===== config.mk =====
export PLATFORM = sky130hd
export DESIGN_NAME = rom_loader_packer_flat
export DESIGN_NICKNAME = d
export VERILOG_FILES = /design/src/rtl/rom_loader_pkg.sv /design/src/rtl/rom_loader_packer_if.sv /design/src/rtl/loader_checksum.sv /design/src/rtl/rom_loader_packer.sv /design/src/flat_wrapper.sv
export SDC_FILE = /design/constraint.sdc
export NUM_CORES = 1
export LEC_CHECK = 0
export ABC_CLOCK_PERIOD_IN_PS = 5800
export CAP_MARGIN = 15
export CORE_MARGIN = 2
export CORE_UTILIZATION = 50
export CTS_CLUSTER_DIAMETER = 80
export DETAILED_ROUTE_END_ITERATION = 16
export GPL_TIMING_DRIVEN = 0
export PLACE_DENSITY = 0.73
export RECOVER_POWER = 100
export SYNTH_ARGS = -nofsm -noshare
export SYNTH_HDL_FRONTEND = slang
export SYNTH_SLANG_ARGS = --single-unit

===== constraint.sdc =====
create_clock -name clk_sys -period 5.8 [get_ports clk_sys]
set_input_delay 1.16 -clock clk_sys [delete_from_list [all_inputs] [get_ports clk_sys]]
set_output_delay 1.16 -clock clk_sys [all_outputs]
set_load 0.005 [all_outputs]

===== src/rtl/rom_loader_pkg.sv =====
// rtl/rom_loader_pkg.sv - shared types, constants and lane helpers for the ROM loader packer
package rom_loader_pkg;

  typedef enum logic [1:0] {IDLE, FILL, WAIT, DONE} load_state_t;

  localparam int BEAT_BYTES = 8;
  localparam int LANES = 4;
  localparam logic [24:0] CSUM_START_DEFAULT = 25'h200;

  function automatic logic [BEAT_BYTES*8-1:0] lane_place(input logic [15:0] word, input logic [1:0] lane);
    return {{(BEAT_BYTES*8-16){1'b0}}, word} << {lane, 4'b0000};
  endfunction

  function automatic logic [BEAT_BYTES-1:0] lane_be(input logic [1:0] lane);
    return {{(BEAT_BYTES-2){1'b0}}, 2'b11} << {lane, 1'b0};
  endfunction

endpackage


===== src/rtl/rom_loader_packer_if.sv =====
// rtl/rom_loader_packer_if.sv - ioctl download stream and toggle-handshake beat writer bundle
interface rom_loader_packer_if #(parameter int AW = 25);
  logic          ioctl_download;
  logic          ioctl_wr;
  logic [AW-1:0] ioctl_addr;
  logic [15:0]   ioctl_data;
  logic          ioctl_wait;
  logic [AW-1:0] wr_addr;
  logic [63:0]   wr_data;
  logic [7:0]    wr_be;
  logic          wr_req;
  logic          wr_ack;

  modport master (
    output ioctl_download, ioctl_wr, ioctl_addr, ioctl_data, wr_ack,
    input  ioctl_wait, wr_addr, wr_data, wr_be, wr_req
  );

  modport slave (
    input  ioctl_download, ioctl_wr, ioctl_addr, ioctl_data, wr_ack,
    output ioctl_wait, wr_addr, wr_data, wr_be, wr_req
  );
endinterface


===== src/rtl/loader_checksum.sv =====
// rtl/loader_checksum.sv - wrap-around 16-bit header checksum, built only with LOADER_CHECKSUM_EN
`ifdef LOADER_CHECKSUM_EN
module loader_checksum #(
  parameter int            AW         = 25,
  parameter logic [AW-1:0] CSUM_START = AW'(25'h200)
) (
  input  logic          clk_sys,
  input  logic          reset,
  input  logic          clear,
  input  logic          en,
  input  logic [AW-1:0] addr,
  input  logic [15:0]   word,
  output logic [15:0]   sum
);

  logic hit;
  assign hit = en && (addr >= CSUM_START);

  // A word accepted on the same cycle as the clear is the first term of the new sum.
  always_ff @(posedge clk_sys) begin
    if (reset) begin
      sum <= 16'h0000;
    end else if (clear) begin
      sum <= hit ? word : 16'h0000;
    end else if (hit) begin
      sum <= sum + word;
    end
  end

endmodule
`endif


===== src/rtl/rom_loader_packer.sv =====
// rtl/rom_loader_packer.sv - packs ioctl words into 64-bit toggle-handshake beats; LOADER_CHECKSUM_EN adds header checksum
module rom_loader_packer
  import rom_loader_pkg::*;
#(
  parameter int            AW         = 25,
  parameter logic [AW-1:0] CSUM_START = AW'(CSUM_START_DEFAULT)
) (
  input  logic                 clk_sys,
  input  logic                 reset,
  rom_loader_packer_if.slave   bus,
  output logic [AW-1:0]        rom_size,
  output logic                 load_done,
  output logic                 overrun,
  output logic [15:0]          checksum
);

  load_state_t state, state_n;

  logic                    dl_q, dl_rise, dl_fall, pending;
  logic [BEAT_BYTES*8-1:0] buf_data, buf_data_n, base_data, merged;
  logic [BEAT_BYTES-1:0]   buf_be, buf_be_n, base_be;
  logic [AW-4:0]           buf_beat, buf_beat_n;
  logic                    held_valid, held_valid_n;
  logic [15:0]             held_word, held_word_n;
  logic [AW-1:0]           held_addr, held_addr_n;
  logic                    flush_pend, flush_pend_n;
  logic [AW-1:0]           wr_addr_n, rom_size_n, base_size, word_end;
  logic [63:0]             wr_data_n;
  logic [7:0]              wr_be_n;
  logic                    wr_req_n, ioctl_wait_n, overrun_n;
  logic                    csum_clear, accept;
  logic                    iss;
  logic [63:0]             iss_data;
  logic [7:0]              iss_be;
  logic [AW-4:0]           iss_beat;
  logic [15:0]             word_swap;
  logic [1:0]              word_lane;
  logic [AW-4:0]           word_beat;

  assign dl_rise   = bus.ioctl_download && !dl_q;
  assign dl_fall   = !bus.ioctl_download && dl_q;
  assign pending   = bus.wr_req != bus.wr_ack;
  assign word_swap = {bus.ioctl_data[7:0], bus.ioctl_data[15:8]};
  assign word_lane = bus.ioctl_addr[2:1];
  assign word_beat = bus.ioctl_addr[AW-1:3];
  assign word_end  = bus.ioctl_addr + AW'(2);
  assign load_done = (state == DONE);

  always_comb begin
    state_n      = state;
    csum_clear   = 1'b0;
    accept       = 1'b0;
    base_data    = buf_data;
    base_be      = buf_be;
    base_size    = rom_size;
    merged       = '0;
    buf_data_n   = buf_data;
    buf_be_n     = buf_be;
    buf_beat_n   = buf_beat;
    held_valid_n = held_valid;
    held_word_n  = held_word;
    held_addr_n  = held_addr;
    flush_pend_n = flush_pend;
    wr_addr_n    = bus.wr_addr;
    wr_data_n    = bus.wr_data;
    wr_be_n      = bus.wr_be;
    wr_req_n     = bus.wr_req;
    ioctl_wait_n = bus.ioctl_wait;
    rom_size_n   = rom_size;
    overrun_n    = overrun;
    iss          = 1'b0;
    iss_data     = '0;
    iss_be       = '0;
    iss_beat     = '0;

    // The rising edge clears everything first, so a coincident word lands in an empty beat.
    if (dl_rise) begin
      csum_clear   = 1'b1;
      base_data    = '0;
      base_be      = '0;
      base_size    = '0;
      buf_data_n   = '0;
      buf_be_n     = '0;
      held_valid_n = 1'b0;
      flush_pend_n = 1'b0;
      rom_size_n   = '0;
      overrun_n    = 1'b0;
      ioctl_wait_n = 1'b0;
      state_n      = FILL;
      accept       = bus.ioctl_wr;
    end else if (bus.ioctl_wr && bus.ioctl_wait) begin
      overrun_n = 1'b1;
    end else if (state == FILL && bus.ioctl_wr && bus.ioctl_download) begin
      accept = 1'b1;
    end

    if (accept) begin
      rom_size_n = (word_end > base_size) ? word_end : base_size;
      if (base_be != '0 && word_beat != buf_beat) begin
        iss          = 1'b1;
        iss_data     = base_data;
        iss_be       = base_be;
        iss_beat     = buf_beat;
        held_valid_n = 1'b1;
        held_word_n  = word_swap;
        held_addr_n  = bus.ioctl_addr;
        state_n      = WAIT;
      end else begin
        merged = (base_data & ~lane_place(16'hFFFF, word_lane)) | lane_place(word_swap, word_lane);
        if (word_lane == 2'd3) begin
          iss      = 1'b1;
          iss_data = merged;
          iss_be   = base_be | lane_be(word_lane);
          iss_beat = word_beat;
          state_n  = WAIT;
        end else begin
          buf_data_n = merged;
          buf_be_n   = base_be | lane_be(word_lane);
          buf_beat_n = word_beat;
        end
      end
    end

    if (!dl_rise) begin
      case (state)
        FILL: begin
          if (dl_fall) begin
            if (buf_be != '0) begin
              iss          = 1'b1;
              iss_data     = buf_data;
              iss_be       = buf_be;
              iss_beat     = buf_beat;
              flush_pend_n = 1'b1;
              state_n      = WAIT;
            end else begin
              state_n = DONE;
            end
          end
        end
        WAIT: begin
          if (dl_fall) flush_pend_n = 1'b1;
          if (!pending) begin
            if (flush_pend || dl_fall) begin
              // After an issue the buffer is empty, so only a held word can remain to flush.
              if (held_valid) begin
                iss          = 1'b1;
                iss_data     = lane_place(held_word, held_addr[2:1]);
                iss_be       = lane_be(held_addr[2:1]);
                iss_beat     = held_addr[AW-1:3];
                held_valid_n = 1'b0;
              end else begin
                ioctl_wait_n = 1'b0;
                flush_pend_n = 1'b0;
                state_n      = DONE;
              end
            end else begin
              ioctl_wait_n = 1'b0;
              state_n      = FILL;
              if (held_valid) begin
                buf_data_n   = lane_place(held_word, held_addr[2:1]);
                buf_be_n     = lane_be(held_addr[2:1]);
                buf_beat_n   = held_addr[AW-1:3];
                held_valid_n = 1'b0;
              end
            end
          end
        end
        DONE:    state_n = IDLE;
        default: state_n = state;
      endcase
    end

    if (iss) begin
      wr_addr_n    = {iss_beat, 3'b000};
      wr_data_n    = iss_data;
      wr_be_n      = iss_be;
      wr_req_n     = !bus.wr_req;
      ioctl_wait_n = 1'b1;
      if (!(state == WAIT && held_valid)) begin
        buf_data_n = '0;
        buf_be_n   = '0;
      end
    end
  end

  always_ff @(posedge clk_sys) begin
    if (reset) begin
      state          <= IDLE;
      dl_q           <= 1'b0;
      buf_data       <= '0;
      buf_be         <= '0;
      buf_beat       <= '0;
      held_valid     <= 1'b0;
      held_word      <= '0;
      held_addr      <= '0;
      flush_pend     <= 1'b0;
      bus.wr_addr    <= '0;
      bus.wr_data    <= '0;
      bus.wr_be      <= '0;
      bus.wr_req     <= 1'b0;
      bus.ioctl_wait <= 1'b0;
      rom_size       <= '0;
      overrun        <= 1'b0;
    end else begin
      state          <= state_n;
      dl_q           <= bus.ioctl_download;
      buf_data       <= buf_data_n;
      buf_be         <= buf_be_n;
      buf_beat       <= buf_beat_n;
      held_valid     <= held_valid_n;
      held_word      <= held_word_n;
      held_addr      <= held_addr_n;
      flush_pend     <= flush_pend_n;
      bus.wr_addr    <= wr_addr_n;
      bus.wr_data    <= wr_data_n;
      bus.wr_be      <= wr_be_n;
      bus.wr_req     <= wr_req_n;
      bus.ioctl_wait <= ioctl_wait_n;
      rom_size       <= rom_size_n;
      overrun        <= overrun_n;
    end
  end

`ifdef LOADER_CHECKSUM_EN
  loader_checksum #(.AW(AW), .CSUM_START(CSUM_START)) u_checksum (
    .clk_sys (clk_sys),
    .reset   (reset),
    .clear   (csum_clear),
    .en      (accept),
    .addr    (bus.ioctl_addr),
    .word    (word_swap),
    .sum     (checksum)
  );
`else
  logic unused_csum;
  assign unused_csum = ^{csum_clear, CSUM_START};
  assign checksum    = 16'h0000;
`endif

  logic unused_addr0;
  assign unused_addr0 = bus.ioctl_addr[0];

endmodule


===== src/flat_wrapper.sv =====
// flat-port wrapper written by rule: the top's interface ports become plain ports
module rom_loader_packer_flat import rom_loader_pkg::*;
#(
  parameter int            AW         = 25,
  parameter logic [AW-1:0] CSUM_START = AW'(CSUM_START_DEFAULT)
)
  (clk_sys, reset, rom_size, load_done, overrun, checksum, bus_ioctl_download, bus_ioctl_wr, bus_ioctl_addr, bus_ioctl_data, bus_wr_ack, bus_ioctl_wait, bus_wr_addr, bus_wr_data, bus_wr_be, bus_wr_req);
  rom_loader_packer_if #(.AW(AW)) bus_i ();
  input  logic clk_sys;
  input  logic reset;
  output logic [AW-1:0] rom_size;
  output logic load_done;
  output logic overrun;
  output logic [15:0] checksum;
  input wire logic [$bits(bus_i.ioctl_download)-1:0] bus_ioctl_download;
  input wire logic [$bits(bus_i.ioctl_wr)-1:0] bus_ioctl_wr;
  input wire logic [$bits(bus_i.ioctl_addr)-1:0] bus_ioctl_addr;
  input wire logic [$bits(bus_i.ioctl_data)-1:0] bus_ioctl_data;
  input wire logic [$bits(bus_i.wr_ack)-1:0] bus_wr_ack;
  output wire logic [$bits(bus_i.ioctl_wait)-1:0] bus_ioctl_wait;
  output wire logic [$bits(bus_i.wr_addr)-1:0] bus_wr_addr;
  output wire logic [$bits(bus_i.wr_data)-1:0] bus_wr_data;
  output wire logic [$bits(bus_i.wr_be)-1:0] bus_wr_be;
  output wire logic [$bits(bus_i.wr_req)-1:0] bus_wr_req;
  assign bus_i.ioctl_download = bus_ioctl_download;
  assign bus_i.ioctl_wr = bus_ioctl_wr;
  assign bus_i.ioctl_addr = bus_ioctl_addr;
  assign bus_i.ioctl_data = bus_ioctl_data;
  assign bus_i.wr_ack = bus_wr_ack;
  assign bus_ioctl_wait = bus_i.ioctl_wait;
  assign bus_wr_addr = bus_i.wr_addr;
  assign bus_wr_data = bus_i.wr_data;
  assign bus_wr_be = bus_i.wr_be;
  assign bus_wr_req = bus_i.wr_req;
  rom_loader_packer #(.AW(AW), .CSUM_START(CSUM_START)) u_core (.clk_sys(clk_sys), .reset(reset), .bus(bus_i), .rom_size(rom_size), .load_done(load_done), .overrun(overrun), .checksum(checksum));
endmodule

==> results of run 1 <==
state kept, by name (all words and copies together) (netlist names), 2 cells and up:
name	flops
u_core.bus.wr_be	8
u_core.bus.wr_data	64
u_core.buf_be	8
u_core.rom_size	25
u_core.held_word	16
u_core.held_addr	24
u_core.bus.wr_addr	22
u_core.state	2
u_core.buf_data	64
u_core.buf_beat	22
per-layer routing:
layer,up-vias,share of wire,track usage,wire length (um)
met1,7701,0.41,0.5403,24490
li1,7123,-,-,-
met4,0,0.043,0.1510,2617
met5,-,0,0,0
met3,230,0.14,0.09334,8509
met2,1301,0.41,0.5555,24830
placed cells by master, fill, tap and decap left out, drive strengths merged, types with 54 or more instances in the layout:
cell and instances:
dlygate4sd3 125, a31oi 60, nor3 54, nand3 91, clkbuf 194, o21ai 99
buf 79, nand4 67, a21oi 106, dfxtp 261, nand2 166
kinds of logic after synthesis:
| group | after synthesis | synth area share |
|---|---|---|
| other | 1 | 0.0002570 |
| buffers and inverters | 282 | 0.08576 |
| AOI/OAI and AO/OA | 645 | 0.3224 |
| adders and majority gates | 33 | 0.02830 |
| xor gates and xnor gates | 45 | 0.02701 |
| and+or+nand+nor | 508 | 0.1782 |
| DFF | 261 | 0.3581 |
critical path: stages:
cell and delay, ns:
dlygate4sd3_1 0.78, xor2_1 0.21, nor4_1 1.02, nand2_1 0.44, o21ai_0 1.22, clkbuf_1 0.64
clkbuf_2 0.35, nand3_1 0.13, a31oi_1 0.15
power by group:
group | leakage [nW] | internal [mW] | switching (mW)
Sequential | 2.11 | 1.83 | 0.0310
Combinational | 3.65 | 0.181 | 0.427
Clock | 0.498 | 1.19 | 0.817
stage by stage:
step	setup WS, ns	area (um^2)	util
final	0.1982	17520	0.6102
after detailed placement	-0.1361	16560	0.5769
after CTS	0.4049	17590	0.6130
after global placement	-0.03796	16560	0.5769
after global routing	0.03885	17510	0.6102
after floorplan	1.448	14660	-
area by class of cell:
type | instances | area [um^2] | share of cell area
Multi-Input combinational cell | 1250 | 8135 | 0.4645
Sequential cell | 261 | 5225 | 0.2983
Timing Repair Buffer | 142 | 1421 | 0.08115
Buffer | 231 | 1022 | 0.05836
Clock buffer | 42 | 877.1 | 0.05008
Tap cell | 384 | 480.5 | 0.02743
Inverter | 51 | 191.4 | 0.01093
Clock inverter | 13 | 157.7 | 0.009001
Antenna cell | 2 | 5.005 | 0.0002857
worst max path at each step:
stage / slack [ns] / end
6_report: 0.20 / u_core.buf_data[7]$_SDFF_PP0_
5_1_grt: 0.04 / u_core.rom_size[11]$_SDFF_PP0_
4_1_cts: 0.40 / u_core.rom_size[17]$_SDFF_PP0_
3_5_place_dp: -0.14 / u_core.rom_size[17]$_SDFF_PP0_
3_3_place_gp: -0.04 / u_core.rom_size[17]$_SDFF_PP0_
2_1_floorplan: 1.45 / u_core.rom_size[10]$_SDFF_PP0_
==> results.md, run 1 <==
- Cells after synthesis: 1775
- Leak Pwr: 6.256 nW
- RR Startpoint: u_core.dl_q$_SDFF_PP0_
- TritonCTS buffer count: 30
- Measured slew at the worst slew-check pin: 1.443 ns
- Crit path launch type: primary input
- Non-Filler Instances: 2376
- Setup violators final: 0
- Post-CTS Resized: 0
- Final Hold Slack: 0.4727 ns
- Slew HR: 0.02782
- Antenna violations before repair: 1
- Ys Warns: 0
- Die W: 174.8 um
- Synthesized area: 14590 um^2
- Post-route antenna net violation count: 0
- Filler Cells Inserted: 2663
- Largest net degree at the start of global routing: 15
- Commonest cells post-synth: dfxtp_1 (261), nand2_1 (165), clkbuf_1 (124)
- Count of final hold-check violations: 0
- Die area: 30560 um^2
- Critical R2R Capture: u_core.rom_size[17]$_SDFF_PP0_
- Critical Path AT: 6.11 ns
- Largest cells by area after synthesis: dfxtp_1 (36%), nand2_1 (4.2%), a21oi_1 (3.6%), clkbuf_1 (3.2%), a22o_1 (3.1%)
- Required time worst endpoint: 6.31 ns
- RSZ-0062 raised after global routing: no
- CTS root buf: clkbuf_16
- Die Span Y: 174.8 um
- Min-Delay Endpoint: u_core.held_addr[19]$_SDFFE_PP0P_
- Total Power: 4.474 mW
- Peak VDD IR: 187.0 uV
- Worst-path clk slew: 0.06 ns
- Total Routing Usage GR: 0.3814
- Status: finished clean
- Placer Congestion: 1.004
- Reg2Reg Depth: 14
- Clock latency at the later pin of the worst-skew pair: 0.58 ns
- Port buffer count: 142
- Wire length per cell: 25.44 um
- Ys flop type: dfxtp_1
- Core area: 28700 um^2
- Max Freq: 178.5 MHz
- Tmin final: 5.602 ns
- Cells after DPL: 2319
- Final wirelength: 60.44 mm
- Mean Syn Cell Area: 8.220 um^2
- Number of synthesized register bits: 261
- Critical-path maximum fanout: 10
- Total global routing overflow: 0
- # hold bufs at CTS: 0
- Sequential fraction of the synthesis area: 0.3581
- Vias in the first global route: 15280
- Post-synth top area share: 0.3581
- DR DRC count: 0
- Clock Tree Buf Depth: 3
- Share of cells above drive strength 1: 0.06935
- Detail Placement HPWL: 43.66 mm
- Vias: 16360
- First drt pass iteration count: 7
- Row count: 62
- Most frequent cell after synthesis: dfxtp_1
- Crit path from: bus_ioctl_addr[3]
- Area growth syn-to-layout: 20.05%
- Power Dens Cells: 255.4 nW/um^2
- Ports: 188
- Clock H-tree levels: 1
- Hold_sp: u_core.held_addr[19]$_SDFFE_PP0P_
- Initial core utilization: 0.5083
- CTS Sinks: 261
- Setup TNS: 0 ns
- Nets: 2046
- Yosys cell types: 76
- CTS tree: built
- Worst hold path class: reg2reg
- Post-synth EDFFs: 0
- Slew Limit Fails: 0
- Clk_skew: 0.02598 ns
- Yosys top cell by area: dfxtp_1
- DRT iter0 DRCs: 2753
- Setup CP Type: in2reg
- Crit path capture type: flop
- First-pass GRT wire length: 91.16 mm
- Detailed-route vias per instance: 6.883
- Period utilization: 0.9658
- Hold path depth: 2
- Max-cap violations: 0
- Postcts setup bufs: 0
- Post-synth ARST share: 0
- R2R Setup Slk: 1.15 ns
(Power assumes the default switching activity.)
==> run 2, diff against run 1 <==
--- a/config.mk
+++ b/config.mk
@@ -5,7 +5,6 @@
 export SDC_FILE = /design/constraint.sdc
 export NUM_CORES = 1
 export LEC_CHECK = 0
-export ABC_CLOCK_PERIOD_IN_PS = 5800
 export CAP_MARGIN = 15
 export CORE_MARGIN = 2
 export CORE_UTILIZATION = 50
@@ -14,6 +13,7 @@
 export GPL_TIMING_DRIVEN = 0
 export PLACE_DENSITY = 0.73
 export RECOVER_POWER = 100
+export SKIP_CTS_REPAIR_TIMING = 1
 export SYNTH_ARGS = -nofsm -noshare
 export SYNTH_HDL_FRONTEND = slang
 export SYNTH_SLANG_ARGS = --single-unit
==> results of run 2 <==
The final DEF is identical to that of run 1; final timing and power are the same.
